$ cat src/rtl/arb_pkg.sv
// Shared constants and state encoding for the 8-requester round-robin bus arbiter.
package arb_pkg;

  localparam int unsigned NUM_REQ = 8;
  localparam int unsigned SEL_W   = 3;

  typedef enum logic {
    IDLE  = 1'b0,
    GRANT = 1'b1
  } state_t;

endpackage

$ cat src/rtl/rr_pick8.sv
// Rotate-priority search: first set req bit at or after ptr, wrapping modulo 8.
module rr_pick8
  import arb_pkg::*;
(
  input  logic [NUM_REQ-1:0] req,
  input  logic [SEL_W-1:0]   ptr,
  output logic               found,
  output logic [SEL_W-1:0]   idx
);

  logic [SEL_W-1:0] cand;

  // Walk from farthest offset down so the nearest candidate wins.
  always_comb begin
    found = 1'b0;
    idx   = ptr;
    cand  = ptr;
    for (int i = NUM_REQ - 1; i >= 0; i--) begin
      cand = ptr + SEL_W'(i);
      if (req[cand]) begin
        found = 1'b1;
        idx   = cand;
      end
    end
  end

endmodule

$ cat src/rtl/bus_arbiter8.sv
// Round-robin arbiter granting one of eight requesters a shared 32-bit bus mux.
// Optional per-grant beat limit with timeout pulse: define ARB_TIMEOUT_EN.
module bus_arbiter8
  import arb_pkg::*;
#(
  parameter int unsigned MAX_BEATS = 16
) (
  input  logic               clk,
  input  logic               rst_n,
  input  logic [NUM_REQ-1:0] req,
  input  logic [NUM_REQ-1:0] last,
  input  logic               bus_ready,
  output logic [NUM_REQ-1:0] gnt,
  output logic [SEL_W-1:0]   sel,
  output logic               bus_valid,
  output logic               busy,
  output logic               timeout
);

  state_t             state_q, state_d;
  logic [SEL_W-1:0]   owner_q, owner_d;
  logic [SEL_W-1:0]   ptr_q, ptr_d;
  logic [SEL_W-1:0]   sel_d;
  logic [NUM_REQ-1:0] gnt_d;
  logic               busy_d;
  logic               pick_found;
  logic [SEL_W-1:0]   pick_idx;
  logic               accept;
  logic               limit_hit;

  rr_pick8 u_pick (
    .req   (req),
    .ptr   (ptr_q),
    .found (pick_found),
    .idx   (pick_idx)
  );

  assign bus_valid = (state_q == GRANT) && req[owner_q];
  assign accept    = bus_valid && bus_ready;

`ifdef ARB_TIMEOUT_EN
  localparam int unsigned CNT_W = $clog2(MAX_BEATS + 1);

  logic [CNT_W-1:0] cnt_q, cnt_d;
  logic             timeout_d;

  // A beat carrying last takes precedence over the limit, so that release stays normal.
  assign limit_hit = accept && !last[owner_q] && (cnt_q == CNT_W'(MAX_BEATS - 1));

  always_comb begin
    cnt_d     = cnt_q;
    timeout_d = 1'b0;
    if (state_q == IDLE) begin
      cnt_d = '0;
    end else if (accept) begin
      cnt_d     = cnt_q + CNT_W'(1);
      timeout_d = limit_hit;
    end
  end

  always_ff @(posedge clk) begin
    if (!rst_n) begin
      cnt_q   <= '0;
      timeout <= 1'b0;
    end else begin
      cnt_q   <= cnt_d;
      timeout <= timeout_d;
    end
  end
`else
  logic unused_max_beats;

  // Grants are unbounded; the beat limit is only meaningful with the timeout build.
  assign unused_max_beats = (MAX_BEATS != 0);
  assign limit_hit        = 1'b0;
  assign timeout          = 1'b0;
`endif

  always_comb begin
    state_d = state_q;
    owner_d = owner_q;
    ptr_d   = ptr_q;
    sel_d   = sel;
    gnt_d   = gnt;
    busy_d  = busy;
    case (state_q)
      IDLE: begin
        if (pick_found) begin
          state_d = GRANT;
          owner_d = pick_idx;
          sel_d   = pick_idx;
          gnt_d   = NUM_REQ'(1) << pick_idx;
          busy_d  = 1'b1;
        end
      end
      GRANT: begin
        // Release on abandon, completed burst or beat limit; next search starts past owner.
        if (!req[owner_q] || (accept && last[owner_q]) || limit_hit) begin
          state_d = IDLE;
          gnt_d   = '0;
          busy_d  = 1'b0;
          ptr_d   = owner_q + SEL_W'(1);
        end
      end
      default: state_d = IDLE;
    endcase
  end

  always_ff @(posedge clk) begin
    if (!rst_n) begin
      state_q <= IDLE;
      owner_q <= '0;
      ptr_q   <= '0;
      sel     <= '0;
      gnt     <= '0;
      busy    <= 1'b0;
    end else begin
      state_q <= state_d;
      owner_q <= owner_d;
      ptr_q   <= ptr_d;
      sel     <= sel_d;
      gnt     <= gnt_d;
      busy    <= busy_d;
    end
  end

endmodule

$ cat config.mk
export PLATFORM = sky130hd
export DESIGN_NAME = bus_arbiter8
export DESIGN_NICKNAME = d
export VERILOG_FILES = /design/src/rtl/arb_pkg.sv /design/src/rtl/rr_pick8.sv /design/src/rtl/bus_arbiter8.sv
export SDC_FILE = /design/constraint.sdc
export NUM_CORES = 1
export LEC_CHECK = 0
export BUFFER_PORTS_ARGS = -buffer_cell sky130_fd_sc_hd__buf_2
export CAP_MARGIN = 20
export CORE_ASPECT_RATIO = 1.4
export CORE_MARGIN = 2
export CORE_UTILIZATION = 55
export DETAILED_ROUTE_END_ITERATION = 12
export PLACE_DENSITY = 0.83
export SETUP_SLACK_MARGIN = 0.3
export SYNTH_ARGS = -nofsm -noshare
export SYNTH_HDL_FRONTEND = slang
export SYNTH_SLANG_ARGS = --single-unit
$ cat constraint.sdc
create_clock -name clk -period 4.4 [get_ports clk]
set_input_delay 0.22 -clock clk [delete_from_list [all_inputs] [get_ports clk]]
set_output_delay 0.22 -clock clk [all_outputs]
set_load 0.1 [all_outputs]
; After elaboration in Yosys (flattened, before gate mapping)
; Index checks and enable logic that the tools add are counted.
[classes]
addsub = 8
magnitude_cmp = 9
eq_ne = 2
shift = 1
muxes = 45
n_bitwise = 1
reduce_logical = 8
[ops]
columns = cell, count
row1 = "3-bit by 4-bit less-than comparator with 1-bit output, second input constant", 9
row2 = 1-bit binary-select mux with 3-bit select, 10
row3 = 3-bit 2-to-1 mux, 8
row4 = 1-bit 2-to-1 mux, 22
row5 = 8-bit 2-to-1 mux, 2
row6 = 8-bit case mux with 2 select lines, 1
row7 = "3-bit adder, second input constant", 4
row8 = "1-bit by 3-bit left shift with 8-bit output, first input constant", 1
row9 = "3-bit by 1-bit adder with 3-bit output, second input constant", 2
row10 = "3-bit by 2-bit adder with 3-bit output, second input constant", 2
row11 = 2-bit AND reduction, 3
row12 = 1-bit case mux with 2 select lines, 2
row13 = 1-bit logical AND, 3
row14 = "2-bit by 1-bit != test with 1-bit output, second input constant", 1
row15 = "2-bit != test, second input constant", 1
row16 = 1-bit logical NOT, 1
row17 = 1-bit logical OR, 1
row18 = 1-bit NOT, 1
[totals]
register_bits = 16
wordCells = 79

; Longest topological paths before layout
; Gate-level depths: netlist of run 1.
[logic_depth]
word_depth = 14
mapped_depth = 13

; By module
; From an unflattened synthesis of run 1, not the netlist that was laid out.
[unflattened]
hier_cells = 203
area_unflattened_um2 = 1779.2
[modules_own_cells]
columns = module, instances, cells_each, area_each_um2
row1 = bus_arbiter8, 1, 111, 988.4
row2 = rr_pick8, 1, 92, 790.8

; Least setup slack after synthesis of run 1
; OpenSTA, ideal clock, no wires.
[synth_timing]
path_type = reg-to-reg
from = reg ptr_q[0]
to = reg gnt[1]
setup_ps = 119
t_arrival_ps = 3252
required_time_ps = 4281
slack_ps = 1029
stages_incl_launch_ff = 14
path_cell_list = dfxtp_1 buf_6 clkbuf_1 inv_1 ha_1 buf_2 mux4_2 mux2_4 or3_4 nor3_4 nor2_4 nand2_4 a21oi_2 a32o_1
[synth_between]
elab_chain_cells = 14
word_cells_on_any_way = 44
cone_classes = add/sub: 7 / eq/ne: 1 / shift: 1 / mux: 34 / reduce/logical: 1
[synth_rtl]
columns = element, line
row1 = from (decl), bus_arbiter8.sv:22  ; logic [SEL_W-1:0] ptr_q, ptr_d;
row2 = from (signal assigned), bus_arbiter8.sv:120  ; ptr_q <= ptr_d;
row3 = 3-bit adder, rr_pick8.sv:19  ; cand = ptr + SEL_W'(i);
row4 = 1-bit binary-select mux with 3-bit select, rr_pick8.sv:20  ; if (req[cand]) begin
row5 = 1-bit 2-to-1 mux (implied by the code), rr_pick8.sv:20
row6 = 3-bit 2-to-1 mux (8 in a row), rr_pick8.sv:20
row7 = 1-bit by 3-bit left shift with 8-bit output, bus_arbiter8.sv:92  ; gnt_d = NUM_REQ'(1) << pick_idx;
row8 = 8-bit 2-to-1 mux, bus_arbiter8.sv:88  ; if (pick_found) begin
row9 = 8-bit case mux with 2 select lines, bus_arbiter8.sv:86  ; case (state_q)
row10 = to (signal assigned), bus_arbiter8.sv:122  ; gnt <= gnt_d;
row11 = to (decl), bus_arbiter8.sv:13  ; output logic [NUM_REQ-1:0] gnt,
; Parallel ways exist; a longest one is shown, timed or not. The select of a mux whose other input is x is not followed.
; A chain may end at the register's enable or synchronous reset.

; Worst setup path after layout of run 1
[layout_timing]
from = reg ptr_q[1]
to = reg gnt[2]
; Same word-level chain as after synthesis.

==> results of run 1 <==
==> cell families after synthesis <==
family	after synthesis
xor gates and xnor gates	4
adders and majority gates	3
DFF	16
AOI/OAI and AO/OA	51
other	1
muxes	32
and+or+nand+nor	55
buffers and inverters	16
==> cells in the mapped netlist (2+ instances only) <==
cell,instances,share of area
a2111oi_0,2,0.010
a211oi_1,3,0.013
a21oi_1,7,0.021
a22oi_1,2,0.0090
a31oi_1,2,0.0075
a32o_1,8,0.048
and2_1,4,0.015
buf_2,3,0.0090
clkbuf_1,4,0.0090
dfxtp_1,16,0.19
ha_1,3,0.022
inv_1,5,0.011
mux2_2,3,0.020
mux2_4,2,0.018
mux2i_1,13,0.078
mux4_1,2,0.031
mux4_2,12,0.16
nand2_1,9,0.020
nand2b_1,2,0.0075
nand3b_1,2,0.0090
nor2_1,12,0.027
nor2_4,2,0.013
nor2b_1,6,0.022
nor3_1,7,0.021
o21ai_0,11,0.033
o21ai_1,2,0.0060
o221ai_1,2,0.010
o22ai_1,3,0.011
xnor2_1,2,0.010
xor2_1,2,0.010
==> cell type report <==
class,count,area share
repair buffers,33,0.0899
inverters,7,0.0139
clock buffers,4,0.0291
well taps,37,0.0245
multi-input cells,146,0.673
flip-flops and latches,16,0.169
==> worst max-delay path, delay by kind of cell, from the launching register on <==
kind                       cells  cell delay, ns
buffers and inverters          2            0.19
muxes                          2            0.91
adders and majority gates      1            0.59
DFF                            1            0.35
AOI/OAI and AO/OA              4            0.87
and+or+nand+nor                1            0.26
==> worst paths after layout <==
kind              depth (start not counted)       end
hold / removal                            3  ptr_q[2]
setup reg to reg                         10    gnt[2]
setup / recovery                         10    gnt[2]
hold reg to reg                           1    gnt[6]
==> state kept, by name, indices dropped and copies added, names as in the netlist <==
name / flops
ptr_q: 3
busy: 1
owner_q: 3
gnt: 8
state_q: 1
==> metal layers <==
metal	global-route usage	part of all wire	vias up
li1	-	-	752
met1	0.310	0.37	818
met2	0.509	0.57	67
met3	0.0216	0.054	8
met4	0.0691	0.0087	0
met5	0	0	-
==> per-stage QoR <==
step                      cell area, µm²  hold slack (ns)  utilization  cells
after floorplan                     1670            0.334            -    178
after global placement              1840            0.451        0.639    239
after detailed placement            1840            0.451        0.639    239
after CTS                           1890            0.278        0.658    243
after global routing                1890            0.293        0.658    243
final                               1890            0.283        0.658    243
==> impl_metrics.py, run 1 <==
metrics = {
    "floorplan": {
        "ios": 33,
        "core_um2": 2880,
        "fp.dieW_um": 50.6,
        "dieArea_um2": 3500,
        "die_h_um": 69.2,
        "row_count": 23,
        "start_util": 0.580,
    },
    "synthesis": {
        "yosysWarnings": 0,
        "synth_nets": 200,
        "synth_edf_count": 0,
        "ys.flop_type": "dfxtp_1",
        "synth_compound_area_frac": 0.217,
        "synthMuxAreaShare": 0.309,
        "ys_ff_latch": 16,
        "yosys.area_share.adder": 0.0225,
        "syn_area_um2": 1670,
        "avgSynthCellArea_um2": 9.38,
        "async_flop_share": 0,
        "ys_seq_area_frac": 0.192,
        "ys_types": 55,
        "synthCells": 178,
        "synth-simple-area-share": 0.191,
        "synth_top_family_by_area": "multiplexers",
        "synthXorXnorAreaFrac": 0.0210,
    },
    "setup_path": {
        "start_kind": "register",
        "cp.required_ns": 4.54,
        "crit_path_end_kind": "register",
        "path_class": "register to register",
        "crit_slowest_cell": "ha_1",
        "r2r_start": "ptr_q[1]",
        "path_cells": "inv_1 -> ha_1 -> mux4_2 -> mux2_2 -> or2_1 -> a211oi_1 -> a21oi_1 -> o21ai_2 -> inv_2 -> a32o_1",
        "startpoint": "ptr_q[1]",
        "worstPathMaxFanout": 12,
        "worstPathArrival_ns": 3.42,
        "r2r_slack_ns": 1.12,
        "slowest_delay_ns": 0.59,
    },
    "clocking": {
        "cts_resized": 0,
        "cts_tree": "yes",
        "clock_sinks": 16,
        "insertion_delay_ns": 0.25,
        "cts_inserted_buffers": 3,
        "clk_path_buf_depth": 2,
        "path_clk_slew_ns": 0.06,
        "holdBufCountCts": 0,
        "cts_setup_buffers": 0,
        "htreeDepth": 1,
        "cts_root_buffer": "clkbuf_8",
    },
    "final_layout": {
        "area_growth_pct": 13.3,
        "final_common_cell": "buf_2",
        "drive_gt1_frac": 0.316,
        "nNetsFinal": 229,
        "layout_common_cells": "buf_2, dfxtp_1, mux2i_1",
        "fillers": 223,
        "antenna_cells": 0,
        "seqCellArea_um2": 320,
        "multi_input_area_um2": 1270,
    },
    "routing": {
        "routed_wl_mm": 4.38,
        "vias": 1645,
        "wire_per_inst_um": 18.0,
        "drtIter0Drc": 58,
        "drc": 0,
        "ant_nets": 0,
        "avgViaCountPerCell": 6.77,
        "first_pass_iters": 5,
    },
    "status": {
        "status": "completed",
    },
    "sta": {
        "tns_ns": 0,
        "slew_viol_final": 0,
        "max_freq_ghz": 0.305,
        "hold_viol": 0,
        "worstMarginPinSlew_ns": 0.725,
        "fin_skew_ns": 0.00137,
        "rsz0062_at_grt": "false",
        "finalSetupViolCount": 0,
        "period_share": 0.745,
        "slew_headroom": 0.516,
        "fin_ws_ns": 1.12,
        "min_period_ns": 3.28,
    },
    "placement": {
        "dp_hpwl_mm": 3.25,
        "routabilityCongestion": 0.876,
        "dp_slack_ns": 1.20,
        "io_buffer_count": 31,
    },
    "global_routing": {
        "grt_overflow": 0,
        "grt_pass1_wl_mm": 7.48,
        "antenna_found_initial": 0,
        "grt_max_degree": 21,
        "track_usage": 0.267,
        "grt_pass1_vias": 1626,
    },
    "min_path": {
        "hold_path_class": "input pin to register",
        "hp-start": "rst_n",
    },
    "job": {
        "drv_cap": 0,
    },
}
Power of run 1 is not shown: default switching activity piles up to over one toggle a cycle in this logic, so the estimate is an artifact.
==> inputs of run 2 (changes only) <==
--- a/config.mk
+++ b/config.mk
@@ -9,9 +9,9 @@
 export CAP_MARGIN = 20
 export CORE_ASPECT_RATIO = 1.4
 export CORE_MARGIN = 2
-export CORE_UTILIZATION = 55
+export CORE_UTILIZATION = 50
 export DETAILED_ROUTE_END_ITERATION = 12
-export PLACE_DENSITY = 0.83
+export PLACE_DENSITY = 0.79
 export SETUP_SLACK_MARGIN = 0.3
 export SYNTH_ARGS = -nofsm -noshare
 export SYNTH_HDL_FRONTEND = slang
==> constraint.sdc (replaced) <==
create_clock -name clk -period 2.8 [get_ports clk]
set_input_delay 0.14 -clock clk [delete_from_list [all_inputs] [get_ports clk]]
set_output_delay 0.14 -clock clk [all_outputs]
set_load 0.1 [all_outputs]
==> run 2 against run 1 <==
Compared with the run above: die area grew 9.3%; count of clock-buffer cells in the layout unchanged; flip-flop and latch count did not move.
==> impl_metrics.py, run 2 (synthesis results as in run 1) <==
metrics = {
    "setup_path": {
        "crit_path_end_kind": "register",
        "startpoint": "ptr_q[0]",
        "worstPathMaxFanout": 7,
        "start_kind": "register",
        "r2r_slack_ns": 0.007,
        "r2r_start": "ptr_q[0]",
        "worstPathArrival_ns": 2.93,
        "cp.required_ns": 2.94,
        "path_class": "register to register",
    },
    "clocking": {
        "clock_sinks": 16,
        "insertion_delay_ns": 0.25,
        "cts_inserted_buffers": 3,
        "clk_path_buf_depth": 2,
        "path_clk_slew_ns": 0.06,
        "cts_tree": "yes",
        "htreeDepth": 1,
        "cts_root_buffer": "clkbuf_8",
    },
    "global_routing": {
        "antenna_found_initial": 0,
        "grt_pass1_vias": 1579,
        "track_usage": 0.249,
        "grt_overflow": 0,
        "grt_pass1_wl_mm": 7.29,
        "grt_max_degree": 21,
    },
    "floorplan": {
        "dieArea_um2": 3830,
        "ios": 33,
        "die_h_um": 72.4,
        "fp.dieW_um": 52.9,
        "row_count": 24,
        "core_um2": 3150,
        "start_util": 0.530,
    },
    "routing": {
        "routed_wl_mm": 4.53,
        "ant_nets": 0,
        "wire_per_inst_um": 16.8,
        "first_pass_iters": 4,
        "drc": 0,
        "drtIter0Drc": 60,
        "vias": 1713,
        "avgViaCountPerCell": 6.34,
    },
    "sta": {
        "fin_skew_ns": 0.00387,
        "min_period_ns": 2.79,
        "max_freq_ghz": 0.358,
        "finalSetupViolCount": 0,
        "hold_viol": 0,
        "period_share": 0.998,
        "rsz0062_at_grt": "true",
        "slew_viol_final": 0,
    },
    "job": {
        "drv_cap": 0,
    },
    "final_layout": {
        "top_register": "gnt",
        "area_growth_pct": 32.5,
        "antenna_cells": 0,
        "nNetsFinal": 254,
        "drive_gt1_frac": 0.489,
        "layout_common_cells": "buf_2, buf_4, mux4_2, dfxtp_1, nor2_1",
        "largest_reg_flops": 8,
        "final_common_cell": "buf_2",
        "reg_top3": "gnt (8), owner_q (3), ptr_q (3)",
        "fin_util": 0.702,
    },
    "status": {
        "status": "completed",
    },
    "min_path": {
        "hp-start": "rst_n",
        "hold_path_class": "input pin to register",
    },
    "placement": {
        "routabilityCongestion": 0.965,
        "dp_hpwl_mm": 3.34,
        "io_buffer_count": 31,
    },
}
## run 2: layout make-up
type | count | area, µm²
clock buffer | 4 | 55.1
fill | 239 | 940
inverter | 7 | 36.3
multi-input combinational | 146 | 1370
sequential | 16 | 327
tap | 39 | 48.8
timing repair buffer | 58 | 382
## run 2: metrics by stage
step,setup TNS (ns),setup WS [ns],hold WS (ns),instances,instance area (µm²)
floorplan,-0.375,-0.0612,0.254,178,1760
global route,-0.609,-0.106,0.201,270,2210
finish,0,0.00654,0.187,270,2210
CTS,0,0.0463,0.184,266,2130
detailed placement,-0.0664,-0.0422,0.445,254,1990
global placement,0,0.0547,0.439,254,1990
## run 2: worst paths after layout
kind | end | cells after the start
setup / recovery | gnt[7] | 11
hold / removal | ptr_q[2] | 3
setup reg to reg | gnt[7] | 11
hold reg to reg | gnt[5] | 1
## run 2: repair_timing
item                                    4_1_cts  5_1_grt
resized for setup                             9       15
pin swaps                                    12        5
hold buffers                                  0        0
buffers inserted                              8        4
endpoints found under the setup margin       12       13
## run 2: layer usage
layer | global-route usage | vias to the layer above | routed length, µm
met5 | 0 | - | 0
met2 | 0.429 | 78 | 2370
met1 | 0.310 | 807 | 1760
li1 | - | 806 | -
met4 | 0.0912 | 0 | 149
met3 | 0.0350 | 22 | 260
## run 2: worst max-delay path, stage by stage, from the launching register on
cell	delay [ns]
dfxtp_4	0.39
inv_8	0.04
ha_4	0.31
buf_6	0.12
mux4_2	0.35
nor2b_1	0.16
o32a_1	0.31
a21oi_1	0.16
o21ai_0	0.10
o21ai_0	0.17
nand4_1	0.25
a32o_2	0.33
Power of run 2 is left out for the same reason.
